**src/rtl/ex_mem.sv**
```systemverilog
// Execute-to-memory pipeline register, plus the madd/msub accumulate state returned to execute.
// Latency: 1 cycle from ex_* to mem_*; every output is a flop, with no combinational path.
// Backpressure: flush clears everything; an execute-only stall inserts a bubble; a joint stall holds all state.
module ex_mem #(
    parameter int DATA_W     = 32,
    parameter int ALUOP_W    = 8,
    parameter int REG_ADDR_W = 5
) (
    input  logic                  clk,
    input  logic                  rst,
    input  logic [5:0]            stall,
    input  logic                  flush,
    input  logic [REG_ADDR_W-1:0] ex_wd,
    input  logic                  ex_wreg,
    input  logic [DATA_W-1:0]     ex_wdata,
    input  logic [DATA_W-1:0]     ex_hi,
    input  logic [DATA_W-1:0]     ex_lo,
    input  logic                  ex_whilo,
    input  logic [ALUOP_W-1:0]    ex_aluop,
    input  logic [DATA_W-1:0]     ex_mem_addr,
    input  logic [DATA_W-1:0]     ex_reg2,
    input  logic                  ex_cp0_reg_we,
    input  logic [REG_ADDR_W-1:0] ex_cp0_reg_write_addr,
    input  logic [DATA_W-1:0]     ex_cp0_reg_data,
    input  logic                  ex_is_in_delay_slot,
    input  logic [DATA_W-1:0]     ex_current_inst_address,
    input  logic [2*DATA_W-1:0]   hilo_i,
    input  logic [1:0]            cnt_i,
    output logic [REG_ADDR_W-1:0] mem_wd,
    output logic                  mem_wreg,
    output logic [DATA_W-1:0]     mem_wdata,
    output logic [DATA_W-1:0]     mem_hi,
    output logic [DATA_W-1:0]     mem_lo,
    output logic                  mem_whilo,
    output logic [ALUOP_W-1:0]    mem_aluop,
    output logic [DATA_W-1:0]     mem_mem_addr,
    output logic [DATA_W-1:0]     mem_reg2,
    output logic                  mem_cp0_reg_we,
    output logic [REG_ADDR_W-1:0] mem_cp0_reg_write_addr,
    output logic [DATA_W-1:0]     mem_cp0_reg_data,
    output logic                  mem_is_in_delay_slot,
    output logic [DATA_W-1:0]     mem_current_inst_address,
    output logic [2*DATA_W-1:0]   hilo_o,
    output logic [1:0]            cnt_o
);

    // All fields handed to the memory stage, grouped so clear/hold/load act on one bus.
    typedef struct packed {
        logic [REG_ADDR_W-1:0] wd;
        logic                  wreg;
        logic [DATA_W-1:0]     wdata;
        logic [DATA_W-1:0]     hi;
        logic [DATA_W-1:0]     lo;
        logic                  whilo;
        logic [ALUOP_W-1:0]    aluop;
        logic [DATA_W-1:0]     mem_addr;
        logic [DATA_W-1:0]     reg2;
        logic                  cp0_reg_we;
        logic [REG_ADDR_W-1:0] cp0_reg_write_addr;
        logic [DATA_W-1:0]     cp0_reg_data;
        logic                  is_in_delay_slot;
        logic [DATA_W-1:0]     current_inst_address;
    } stage_t;

    stage_t              ex_s;
    stage_t              stage_d, stage_q;
    logic [2*DATA_W-1:0] hilo_d, hilo_q;
    logic [1:0]          cnt_d, cnt_q;

    logic ex_stall, mem_stall;
    logic unused_stall_bits;

    assign ex_stall          = stall[3];
    assign mem_stall         = stall[4];
    assign unused_stall_bits = ^{stall[5], stall[2:0]};

    // Gather the execute-stage results into one bus.
    always_comb begin
        ex_s                      = '0;
        ex_s.wd                   = ex_wd;
        ex_s.wreg                 = ex_wreg;
        ex_s.wdata                = ex_wdata;
        ex_s.hi                   = ex_hi;
        ex_s.lo                   = ex_lo;
        ex_s.whilo                = ex_whilo;
        ex_s.aluop                = ex_aluop;
        ex_s.mem_addr             = ex_mem_addr;
        ex_s.reg2                 = ex_reg2;
        ex_s.cp0_reg_we           = ex_cp0_reg_we;
        ex_s.cp0_reg_write_addr   = ex_cp0_reg_write_addr;
        ex_s.cp0_reg_data         = ex_cp0_reg_data;
        ex_s.is_in_delay_slot     = ex_is_in_delay_slot;
        ex_s.current_inst_address = ex_current_inst_address;
    end

    // Next-state selection: flush beats bubble, bubble beats advance, joint stall holds.
    always_comb begin
        stage_d = stage_q;
        hilo_d  = hilo_q;
        cnt_d   = cnt_q;
        if (flush) begin
            stage_d = '0;
            hilo_d  = '0;
            cnt_d   = '0;
        end else if (ex_stall && !mem_stall) begin
            // Bubble: memory sees a NOP while the accumulate partial survives the stall.
            stage_d = '0;
            hilo_d  = hilo_i;
            cnt_d   = cnt_i;
        end else if (!ex_stall) begin
            // Advance; the illegal mem-only stall also lands here.
            stage_d = ex_s;
            hilo_d  = '0;
            cnt_d   = '0;
        end
    end

    // State registers with asynchronous active-low clear.
    always_ff @(posedge clk or negedge rst) begin
        if (!rst) begin
            stage_q <= '0;
            hilo_q  <= '0;
            cnt_q   <= '0;
        end else begin
            stage_q <= stage_d;
            hilo_q  <= hilo_d;
            cnt_q   <= cnt_d;
        end
    end

    assign mem_wd                   = stage_q.wd;
    assign mem_wreg                 = stage_q.wreg;
    assign mem_wdata                = stage_q.wdata;
    assign mem_hi                   = stage_q.hi;
    assign mem_lo                   = stage_q.lo;
    assign mem_whilo                = stage_q.whilo;
    assign mem_aluop                = stage_q.aluop;
    assign mem_mem_addr             = stage_q.mem_addr;
    assign mem_reg2                 = stage_q.reg2;
    assign mem_cp0_reg_we           = stage_q.cp0_reg_we;
    assign mem_cp0_reg_write_addr   = stage_q.cp0_reg_write_addr;
    assign mem_cp0_reg_data         = stage_q.cp0_reg_data;
    assign mem_is_in_delay_slot     = stage_q.is_in_delay_slot;
    assign mem_current_inst_address = stage_q.current_inst_address;
    assign hilo_o                   = hilo_q;
    assign cnt_o                    = cnt_q;

endmodule

```
**config.mk**
```make
export PLATFORM = sky130hd
export DESIGN_NAME = ex_mem
export DESIGN_NICKNAME = d
export VERILOG_FILES = /design/src/rtl/ex_mem.sv
export SDC_FILE = /design/constraint.sdc
export NUM_CORES = 1
export LEC_CHECK = 0
export ABC_AREA = 1
export BUFFER_PORTS_ARGS = -buffer_cell sky130_fd_sc_hd__clkbuf_2
export CAP_MARGIN = 5
export CORE_AREA = 2 2 249 251
export CTS_CLUSTER_SIZE = 25
export DETAILED_ROUTE_END_ITERATION = 8
export DIE_AREA = 0 0 251 253
export HOLD_SLACK_MARGIN = 0.15
export PLACE_DENSITY_LB_ADDON = 0.25
export SKIP_LAST_GASP = 1
export SLEW_MARGIN = 20
export SYNTH_ARGS = -nofsm -noshare
export SYNTH_HDL_FRONTEND = slang
export SYNTH_SLANG_ARGS = --single-unit
```
**constraint.sdc**
```tcl
create_clock -name clk -period 0.8 [get_ports clk]
set_input_delay 0 -clock clk [delete_from_list [all_inputs] [get_ports clk]]
set_output_delay 0 -clock clk [all_outputs]
set_load 0.005 [all_outputs]
```
==> results of run 1 <==
worst register-to-register path: stages (launching register included):
cell	delay, ps
dfrtp_1	380
buf_4	130
buf_4	120
nand4_1	90
nand2_1	60
timing repair:
item	in CTS	in global routing
endpoints found under the hold margin	624	311
pin swaps	0	35
gates resized for setup	0	24
hold buffers	325	2
endpoints found under the setup margin	312	423
setup buffers	88	89
cell usage in the layout, fill, tap and decap left out:
cell type,netlist,final
clkinv_2,0,4
buf_8,0,3
nor2_4,1,1
clkinvlp_4,0,1
buf_6,11,16
inv_2,2,1
inv_8,0,1
buf_12,0,40
clkbuf_1,10,6
clkbuf_8,0,12
dlygate4sd3_1,0,319
clkbuf_16,0,41
nand2_1,558,558
dfrtp_1,312,312
buf_2,98,3
nand4_1,378,378
bufinv_16,0,3
clkbuf_2,0,618
buf_4,28,246
area by class of cell:
cell class              count  area [um2]
clock inverters             8         118
multi-input cells         937        4470
repair buffers           1245        9170
flip-flops and latches    312        7810
well taps                 790         988
clock buffers              59        1210
fillers                  6035       37200
inverters                   2        15.0
sequential cells by signal, summed over array words and instances (netlist names), 2 cells and up:
register and cells:
mem_hi 32, mem_current_inst_address 32, mem_reg2 32, mem_lo 32
hilo_o 64, mem_wdata 32, cnt_o 2, mem_wd 5
mem_mem_addr 32, mem_aluop 8, mem_cp0_reg_data 32, mem_cp0_reg_write_addr 5
worst max path at each step:
stage | from | endpoint | slack [ps] | depth (start not counted)
final | mem_lo[4]$_DFFE_PN0P_ | mem_lo[4] | -270 | 1
after global routing | mem_reg2[10]$_DFFE_PN0P_ | mem_reg2[10] | -330 | 1
after CTS | hilo_o[23]$_DFFE_PN0P_ | hilo_o[23] | -330 | 1
after detailed placement | flush | mem_lo[20]$_DFFE_PN0P_ | -280 | 6
after global placement | flush | mem_lo[20]$_DFFE_PN0P_ | -280 | 6
after floorplan | stall[4] | hilo_o[23]$_DFFE_PN0P_ | 90 | 6
stage by stage:
step / hold WS, ps / worst slack (ps) / cells / setup TNS (ps)
after global routing: -70.7 / -332 / 3353 / -94980
after global placement: -55.0 / -276 / 2802 / -54950
after detailed placement: -54.5 / -283 / 2802 / -60440
after floorplan: -296 / 86.5 / 1403 / 0
final: -70.9 / -275 / 3353 / -75400
after CTS: -93.7 / -330 / 3282 / -90070
power breakdown:
part,switching (W),internal [W],total (W)
logic,0.00318,0.00350,0.00668
registers,0.000410,0.0165,0.0169
clock network,0.00701,0.0114,0.0184
layer usage:
layer / share of wire, % / vias to the layer above
met5: 0.043 / -
met4: 3.4 / 4
met3: 6.2 / 123
met2: 49 / 637
met1: 41 / 7315
li1: - / 7169
kinds of logic (layout without fill, tap and decap cells):
group | count (synthesis) | after routing | synth area share, %
flops | 312 | 312 | 59.3
simple gates | 937 | 937 | 34.0
buf+inv | 154 | 1314 | 6.75
synth_stat cells:
library cell	number	area [um2]
clkbuf_1	10	37.5
nand4_1	378	2360
buf_6	11	124
dfrtp_1	312	7810
nor2_4	1	11.3
nand2_1	558	2090
inv_2	2	7.51
buf_4	28	210
buf_1	5	18.8
buf_2	98	490
==> reports/results.ini, run 1 <==
[outcome]
outcome = finished with violations
violations = hold timing, setup timing

[route]
post_drt_wl_per_cell_um = 16.7
drcViolationCount = 0
via_count = 15200
ant_nets = 0
drt_iter0_drc = 980
vias_per_cell = 4.55
totalWireLength_um = 55900
drtPass1Iterations = 8

[sta]
max_freq_mhz = 930
hold_ws_ps = -70.9
post-route-worst-setup-slack_ps = -275
fin_skew_ps = 0
setup_viol = 340
period_share_pct = 134
rsz0062_at_grt = yes
worstMarginPinSlew_ps = 325
slew_viol_final = 0
relSlewSlack_pct = 78.3
hold_violations = 29
fin_crit_ps = 1070

[finish]
drive_above_1_share_pct = 38.6
diodes = 0
fin_nets = 2857
area_growth_pct = 80.7
fin_util_pct = 39.0
stdcell_area_mm2 = 0.0238

[clocking]
clk_latency_ps = 530
cts_htree_levels = 2
root_buffer = clkbuf_16
cts_tree = done
cts_sinks = 312
cts_buffer_depth = 3
cts_buffers = 38
path_clk_slew_ps = 60

[synthesis]
synth_area_mm2 = 0.0132
synthCells = 1403
syn_nets = 1724
seq_area_frac_synth_pct = 59.3
ys_types = 10
postSynthAreaPerCell_um2 = 9.38
yosys_register_bits = 312
synth.yosys.warnings = 0

[global_route]
antenna_found_initial = 2
grtUsageMet1_pct = 20.9
grt_pass1_vias = 15200
grtUsageMet2_pct = 28.4
grt_overflow_total = 0
use_met3_pct = 3.47
track_usage_pct = 16.7
grt_pass1_wl_um = 85200
top_usage_layer = met2
grt_max_degree = 61

[pwr]
power_density_mw_per_mm2 = 1760
power.total_w = 0.0419
peakVddDrop_mv = 1.22
power_leakage_nw = 13.2

[die]
die_w_um = 251
initial_core_util_pct = 21.6
design.core.area_mm2 = 0.0610
fp.dieH_um = 253
ioPinCount = 633
dieArea_mm2 = 0.0635
num_rows = 91

[critical_path]
max_stage_delay_ps = 410
r2r_slack_ps = -100
path_class = reg -> out
r2r-start = mem_hi[16]$_DFFE_PN0P_
worst_ep_required_time_ps = 800
startpoint_type = flip-flop
r2r-end = mem_hi[16]$_DFFE_PN0P_
slowest_stage = dfrtp_1
crit_chain = clkbuf_2
crit_fanout = 2
reg2regPathDepth = 4
critPathBufInv = 1
cp.arrival_ps = 1070
critical-path-top-delay-family = flip-flops
critPathCaptureType = output port

[hold_path]
hold_path.class = in -> reg
worst_hold_path.endpoint = mem_cp0_reg_data[3]$_DFFE_PN0P_
whs_path_depth = 5
hp-start = flush

[place]
placed_area_mm2 = 0.0180
io_buffers = 628
gp_congestion = 0.861
dp_hpwl_um = 38800

[job]
drv_cap = 0

Note: power is estimated with default switching activity, not from simulation.
==> run 2: changes to the inputs <==
ABC_AREA = not set   (was 1)
CORE_AREA = 2 2 245 247   (was 2 2 249 251)
CTS_BUF_LIST = sky130_fd_sc_hd__clkbuf_2 sky130_fd_sc_hd__clkbuf_4 sky130_fd_sc_hd__clkbuf_8   (was not set)
DIE_AREA = 0 0 247 249   (was 0 0 251 253)
==> reports/results.ini, run 2 <==
[synthesis]
postSynthAreaPerCell_um2 = 10.2  ; was 9.38 um2
synth_top_area_share_pct = 58.3  ; was 59.3%
seq_area_frac_synth_pct = 58.3  ; was 59.3%
yosysMostFrequentCell = dfrtp_1  ; was nand2_1
synthCells = 1307  ; was 1,403
ys_types = 10  ; unchanged
synth_edf_count = 0  ; unchanged
synth.area.top_cells = dfrtp_1 (58%), nand2b_1 (12%), a21oi_1 (9.2%)  ; was dfrtp_1 (59%), nand4_1 (18%), nand2_1 (16%)
synth.yosys.warnings = 0  ; unchanged
async_flop_share_pct = 100  ; unchanged
yosys_register_bits = 312  ; unchanged
yosys-top-cells-count = dfrtp_1 (312), nand2b_1 (247), a21oi_1 (246), nand3_1 (246)  ; was nand2_1 (558), nand4_1 (378), dfrtp_1 (312), buf_2 (98), buf_4 (28)
yosys.area.top_type = dfrtp_1  ; unchanged
ys.flop_type = dfrtp_1  ; unchanged
syn_nets = 1628  ; was 1,724
synth_area_mm2 = 0.0134  ; was 0.0132 mm2

[clocking]
cts_buffer_depth = 3  ; unchanged
cts_setup_buffers = 79  ; was 88
cts.hold.buffers_added = 574  ; was 325
cts_htree_levels = 2  ; unchanged
ctsResizeCount = 0  ; unchanged
cts_buffers = 57  ; was 38
cts_sinks = 312  ; unchanged
root_buffer = clkbuf_8  ; was clkbuf_16

[die]
num_rows = 89  ; was 91
fp.dieH_um = 249  ; was 253 um
initial_core_util_pct = 22.8  ; was 21.6%
ioPinCount = 633  ; unchanged
die_w_um = 247  ; was 251 um

[place]
gp_congestion = 0.828  ; was 0.861
dp_hpwl_um = 36700  ; was 38,800 um
io_buffers = 628  ; unchanged

[outcome]
stop_stage = clock tree synthesis
outcome = stopped before the end  ; was finished with violations
error = [ERROR RSZ-0060] Max buffer count reached.

==> run 2: changes by cell type after synthesis, moves of 2 or more <==
| cell | delta |
|---|---|
| a21oi_1 | +246 |
| buf_1 | -5 |
| buf_2 | -53 |
| buf_4 | -14 |
| clkbuf_1 | +43 |
| inv_2 | -2 |
| mux2i_1 | +66 |
| nand2_1 | -558 |
| nand2b_1 | +247 |
| nand3_1 | +246 |
| nand4_1 | -378 |
| nor2_1 | +66 |
==> run 2: cell families after synthesis <==
| group | count (synthesis) | synth area share, % |
|---|---|---|
| compound gates | 246 | 9.20 |
| buf+inv | 124 | 4.96 |
| flops | 312 | 58.3 |
| mux | 66 | 4.93 |
| simple gates | 559 | 22.6 |
==> run 2: metrics by stage <==
stage	util, %	cell area [um2]	TNS (ps)	worst slack (ps)	instances
after detailed placement	30.7	18000	-17810	-139	2692
after floorplan	-	13400	-1040	-13.0	1307
after global placement	30.7	18000	-13570	-111	2692
==> run 3: changes to the inputs <==
CORE_AREA = 2 2 249 251   (was 2 2 245 247)
CTS_BUF_LIST = not set   (was sky130_fd_sc_hd__clkbuf_2 sky130_fd_sc_hd__clkbuf_4 sky130_fd_sc_hd__clkbuf_8)
CTS_CLUSTER_SIZE = not set   (was 25)
DIE_AREA = 0 0 251 253   (was 0 0 247 249)
HOLD_SLACK_MARGIN = not set   (was 0.15)
PLACE_DENSITY_LB_ADDON = 0.15   (was 0.25)
clock period = 1.05 ns   (was 0.8 ns; I/O delays follow)
==> reports/results.ini, run 3 <==
[finish]
final_cell_mix = clkbuf_2 (598), dlygate4sd3_1 (318), dfrtp_1 (312)
fin_nets = 2709
area_growth_pct = 75.8
drive_above_1_share_pct = 37.3
seq_area_mm2 = 0.00781
multi_input_area_mm2 = 0.00492
largest_register_ffs = 64
layout_commonest_cell = clkbuf_2
fillers = 6238

[synthesis]
seq_area_frac_synth_pct = 58.3  ; unchanged
async_flop_share_pct = 100  ; unchanged
ys_types = 10  ; unchanged
synth_area_mm2 = 0.0134  ; unchanged
ys.flop_type = dfrtp_1  ; unchanged
synth_top_area_share_pct = 58.3  ; unchanged
yosysMostFrequentCell = dfrtp_1  ; unchanged
yosys-top-cells-count = dfrtp_1 (312), nand2b_1 (247), a21oi_1 (246), nand3_1 (246)  ; unchanged
yosys.area.top_type = dfrtp_1  ; unchanged
syn_nets = 1628  ; unchanged
synth.area.top_cells = dfrtp_1 (58%), nand2b_1 (12%), a21oi_1 (9.2%)  ; unchanged
synth.yosys.warnings = 0  ; unchanged
yosys_register_bits = 312  ; unchanged
synthCells = 1307  ; unchanged
postSynthAreaPerCell_um2 = 10.2  ; unchanged
synth_edf_count = 0  ; unchanged

[die]
fp.dieH_um = 253  ; was 249 um
num_rows = 91  ; was 89
ioPinCount = 633  ; unchanged
die_w_um = 251  ; was 247 um
design.core.area_mm2 = 0.0610
dieArea_mm2 = 0.0635
initial_core_util_pct = 21.9  ; was 22.8%

[place]
io_buffers = 628  ; unchanged
gp_congestion = 0.787  ; was 0.828
dp_hpwl_um = 36100  ; was 36,700 um
place_ws_ps = 103  ; was -139 ps

[sta]
rsz0062_at_grt = yes
worstMarginPinSlew_ps = 539
setup_viol = 109
max_freq_mhz = 902
fin_skew_ps = 0
relSlewSlack_pct = 64.0
fin_crit_ps = 1110
hold_violations = 0
period_share_pct = 106
slew_viol_final = 0
post-route-worst-setup-slack_ps = -58.1

[route]
post_drt_wl_per_cell_um = 16.2
drcViolationCount = 0
drt_iter0_drc = 706
ant_nets = 0
vias_per_cell = 4.25
drtPass1Iterations = 4
via_count = 13600
totalWireLength_um = 52000

[critical_path]
max_stage_delay_ps = 410
critPathBufInv = 1
worst_ep_required_time_ps = 1050
critical-path-top-delay-family = flip-flops
path_class = reg -> out
critPathCaptureType = output port
crit_chain = buf_8
slowest_stage = dfrtp_1
cp.arrival_ps = 1110
startpoint_type = flip-flop
crit_fanout = 2

[global_route]
track_usage_pct = 15.3
grt_pass1_vias = 13700
grt_max_degree = 90
grt_overflow_total = 0
grt_pass1_wl_um = 77600
antenna_found_initial = 2

[clocking]
root_buffer = clkbuf_16  ; was clkbuf_8
cts_htree_levels = 2  ; unchanged
path_clk_slew_ps = 60
cts_buffer_depth = 3  ; unchanged
cts_sinks = 312  ; unchanged
clk_latency_ps = 550
cts_tree = done
cts_buffers = 39  ; was 57

[outcome]
violations = setup timing
outcome = finished with violations  ; was stopped before the end

[pwr]
peakVddDrop_mv = 0.738
power.total_w = 0.0308
power_leakage_nw = 11.7
power_density_mw_per_mm2 = 1310

[job]
drv_cap = 0

[hold_path]
hold_path.class = in -> async

-- run 3: cell counts after synthesis --
Identical to the previous run, type by type.
-- run 3: what timing repair did --
action | 4_1_cts | 5_1_grt
pin swaps | 0 | 0
cloned | 0 | 1
hold buffers | 318 | 0
setup endpoints to repair | 312 | 325
setup buffers | 53 | 86
endpoints found under the hold margin | 624 | 0
gates resized for setup | 2 | 54
-- run 3: path summary, 6_finish.rpt --
kind                                                           from                           end  slack, ps  cells after the start
max reg2reg                                  hilo_o[47]$_DFFE_PN0P_        hilo_o[47]$_DFFE_PN0P_        130                      4
min reg2reg                                  hilo_o[13]$_DFFE_PN0P_        hilo_o[13]$_DFFE_PN0P_        520                      2
max                        mem_current_inst_address[20]$_DFFE_PN0P_  mem_current_inst_address[20]        -60                      1
max in group asynchronous                                       rst     mem_wdata[24]$_DFFE_PN0P_        240                      4
min                                                             rst   mem_mem_addr[6]$_DFFE_PN0P_         40                      3
min in group clk                                         hilo_i[33]        hilo_o[33]$_DFFE_PN0P_        220                      4
-- run 3: cell type report --
class	count	share of cell area, %
sequential	312	33.2
multi-input combinational	871	20.9
antenna	2	0.0213
clock buffer	60	4.87
clock inverter	5	0.276
tap	790	4.20
timing repair buffer	1164	36.6
-- run 3: kinds of logic (layout without fill, tap and decap cells) --
logic type / count (synthesis) / in the layout / synth area share (%)
buf+inv: 124 / 1229 / 4.96
mux: 66 / 66 / 4.93
other cells: 0 / 2 / 0
flops: 312 / 312 / 58.3
simple gates: 559 / 559 / 22.6
compound gates: 246 / 246 / 9.20
-- run 3: per-stage QoR --
| stage | cell area (um2) | hold WS, ps | util (%) | setup TNS [ps] | instances |
|---|---|---|---|---|---|
| after floorplan | 13400 | -296 | - | 0 | 1307 |
| after global placement | 17900 | -186 | 29.4 | 0 | 2679 |
| after detailed placement | 17900 | -186 | 29.4 | 0 | 2679 |
| after CTS | 22700 | 8.74 | 37.2 | -12830 | 3115 |
| after global routing | 23500 | 12.6 | 38.6 | -15130 | 3204 |
| final | 23500 | 35.4 | 38.6 | -1480 | 3204 |
-- run 3: power by group --
part	switching [W]	leakage [nW]	internal, W
clock	0.00526	0.592	0.00772
combinational	0.00222	6.90	0.00277
sequential	0.000293	4.20	0.0125
total	0.00777	11.7	0.0230
-- run 3: layer usage --
metal	vias up	share of wire (%)	GRT usage, %
li1	6570	-	-
met1	6557	40	17.8
met2	403	51	27.3
met3	77	6.3	4.20
met4	0	2.7	4.83
met5	-	0	0
==> run 4: changes to the inputs <==
CAP_MARGIN = 25   (was 5)
CTS_CLUSTER_DIAMETER = 80   (was not set)
clock period = 0.9 ns   (was 1.05 ns; I/O delays follow)
==> reports/results.ini, run 4 (synthesized netlist as in run 3, its figures left out) <==
[die]
design.core.area_mm2 = 0.0610  ; unchanged
dieArea_mm2 = 0.0635  ; unchanged
num_rows = 91  ; unchanged
die_w_um = 251  ; unchanged
ioPinCount = 633  ; unchanged
fp.dieH_um = 253  ; unchanged
initial_core_util_pct = 21.9  ; unchanged

[job]
drv_cap = 0  ; unchanged

[pwr]
power_frac_clock_pct = 41.9  ; was 42.1%
switching_power_w = 0.00930  ; was 0.00777 W
seq_power_share_pct = 41.6  ; was 41.7%
p_sw_share_pct = 25.8  ; was 25.2%
p_int_w = 0.0268  ; was 0.0230 W
peakVddDrop_mv = 1.07  ; was 0.738 mV
comb_power_share_pct = 16.5  ; was 16.2%
power_density_mw_per_mm2 = 1520  ; was 1310 mW/mm2
power_leakage_nw = 11.8  ; was 11.7 nW

[sta]
hold_violations = 19  ; was 0
fin_crit_ps = 1120
max_freq_mhz = 890
relSlewSlack_pct = 67.4  ; was 64.0%
worstMarginPinSlew_ps = 489  ; was 539 ps
period_share_pct = 125
rsz0062_at_grt = yes  ; unchanged
fin_skew_ps = 0  ; unchanged
slew_viol_final = 0  ; unchanged
post-route-worst-setup-slack_ps = -223  ; was -58.1 ps
hold_ws_ps = -10.9  ; was 35.4 ps
setup_viol = 352  ; was 109

[critical_path]
path_class = reg -> out  ; unchanged
critPathBufInv = 1  ; unchanged
crit_chain = clkbuf_2  ; was buf_8
startpoint_type = flip-flop  ; unchanged
worst_ep_required_time_ps = 900  ; was 1050 ps
max_stage_delay_ps = 430  ; was 410 ps
cp.arrival_ps = 1120  ; was 1110 ps
crit_fanout = 2  ; unchanged
critical-path-top-delay-family = flip-flops  ; unchanged
critPathCaptureType = output port  ; unchanged
crit_path_start = hilo_o[36]$_DFFE_PN0P_  ; was mem_current_inst_address[20]$_DFFE_PN0P_
r2r-start = hilo_o[30]$_DFFE_PN0P_  ; was hilo_o[47]$_DFFE_PN0P_
slowest_stage = dfrtp_1  ; unchanged

[global_route]
grt_pass1_wl_um = 79200  ; was 77,600 um
grt_pass1_vias = 14100  ; was 13,700
grt_max_degree = 68  ; was 90
grt_overflow_total = 0  ; unchanged
track_usage_pct = 15.7  ; was 15.3%
antenna_found_initial = 3  ; was 2

[place]
gp_congestion = 0.793  ; was 0.787
place_inst = 2700  ; was 2,679
placed_area_mm2 = 0.0181  ; was 0.0179 mm2
io_buffers = 628  ; unchanged
dp_hpwl_um = 37200  ; was 36,100 um

[outcome]
outcome = finished with violations  ; unchanged
violations = hold timing, setup timing  ; was setup timing

[finish]
multi_input_area_mm2 = 0.00495  ; was 0.00492 mm2
stdcell_area_mm2 = 0.0238  ; was 0.0235 mm2
largest_register_ffs = 64  ; unchanged
final_cell_mix = clkbuf_2 (601), dlygate4sd3_1 (317), dfrtp_1 (311), nand2b_1 (246), a21oi_1 (245)  ; was clkbuf_2 (598), dlygate4sd3_1 (318), dfrtp_1 (312)
seq_area_mm2 = 0.00781  ; about the same
area_growth_pct = 77.7  ; was 75.8%
fin_util_pct = 39.0  ; was 38.6%
fin_nets = 2728  ; was 2,709
final_cells = 3227  ; was 3,204
fillers = 6180  ; was 6,238
drive_above_1_share_pct = 37.9  ; was 37.3%
layout_commonest_cell = clkbuf_2  ; unchanged

[clocking]
cts_buffer_depth = 3  ; unchanged
cts_sinks = 312  ; unchanged
root_buffer = clkbuf_16  ; unchanged
cts_buffers = 39  ; unchanged
cts_htree_levels = 2  ; unchanged
path_clk_slew_ps = 60  ; about the same
clk_latency_ps = 560  ; was 550 ps
cts_tree = done  ; unchanged

[route]
totalWireLength_um = 53000  ; was 52,000 um
post_drt_wl_per_cell_um = 16.4  ; was 16.2 um
via_count = 13900  ; was 13,600
ant_nets = 0  ; unchanged
drt_iter0_drc = 598  ; was 706
drtPass1Iterations = 6  ; was 4
vias_per_cell = 4.29  ; was 4.25
drcViolationCount = 0  ; unchanged

[hold_path]
hp-start = stall[3]
hold_path.class = in -> reg  ; was in -> async

## run 4: cell types whose count changed in the layout (fill, tap and decap cells not counted), moves of 2 or more
cell and change:
clkbuf_1 +2, buf_2 -6, buf_12 +3, clkbuf_2 +3, buf_4 +11, nand3_1 -2
buf_6 +6, nand3_2 +2, dlymetal6s4s_1 +2
## run 4: cell type report
class                      count  share of cell area, %
sequential                   312                   32.8
clock buffer                  62                   4.85
tap                          790                   4.15
clock inverter                 7                  0.242
multi-input combinational    871                   20.8
timing repair buffer        1183                   37.1
antenna                        2                 0.0210
## run 4: power by group through the flow
stage	combinational [W]	clock (W)	sequential (W)
after floorplan	0.00167	0	0.0152
after global placement	0.00436	0	0.0152
after detailed placement	0.00439	0	0.0152
after CTS	0.00571	0.0157	0.0150
after global routing	0.00649	0.0162	0.0150
final	0.00594	0.0151	0.0150
## run 4: timing repair
action / in CTS / in global routing
hold endpoints to repair: 624 / 17
hold buffers: 320 / 1
gates cloned: 0 / 2
resized for setup: 3 / 58
endpoints found under the setup margin: 312 / 492
buffers inserted: 52 / 84
pin swaps: 0 / 3
## run 4: worst register-to-register path, stage by stage, from the launching register on
cell     delay, ps
dfrtp_1        380
buf_4          130
buf_4          120
mux2i_1        150
nor2_1          60
## run 4: metrics by stage
stage                     worst slack [ps]  TNS, ps  total power, W  hold slack [ps]
after floorplan                       62.5        0          0.0169             -296
after global placement               -25.9    -38.3          0.0196             -159
after detailed placement             -44.3     -132          0.0196             -157
after CTS                             -266   -71570          0.0364            -58.4
after global routing                  -272   -71550          0.0378            -10.2
final                                 -223   -47350          0.0361            -10.9
## run 4: routing by layer
layer  track usage (%)  wire length (um)
met1              18.4             21100
met2              27.4             26800
met3              4.17              3400
met4              5.85              1750
met5                 0                13
## run 4: worst paths after layout
path / endpoint / slack [ps] / depth (start not counted)
worst max-delay path: hilo_o[36] / -220 / 1
worst min-delay path: mem_hi[5]$_DFFE_PN0P_ / -10 / 4
worst max register to register: hilo_o[30]$_DFFE_PN0P_ / -50 / 4
worst min register to register: hilo_o[17]$_DFFE_PN0P_ / 520 / 2
max in group asynchronous: mem_aluop[0]$_DFFE_PN0P_ / 300 / 3
min in group asynchronous: mem_cp0_reg_write_addr[1]$_DFFE_PN0P_ / 40 / 3
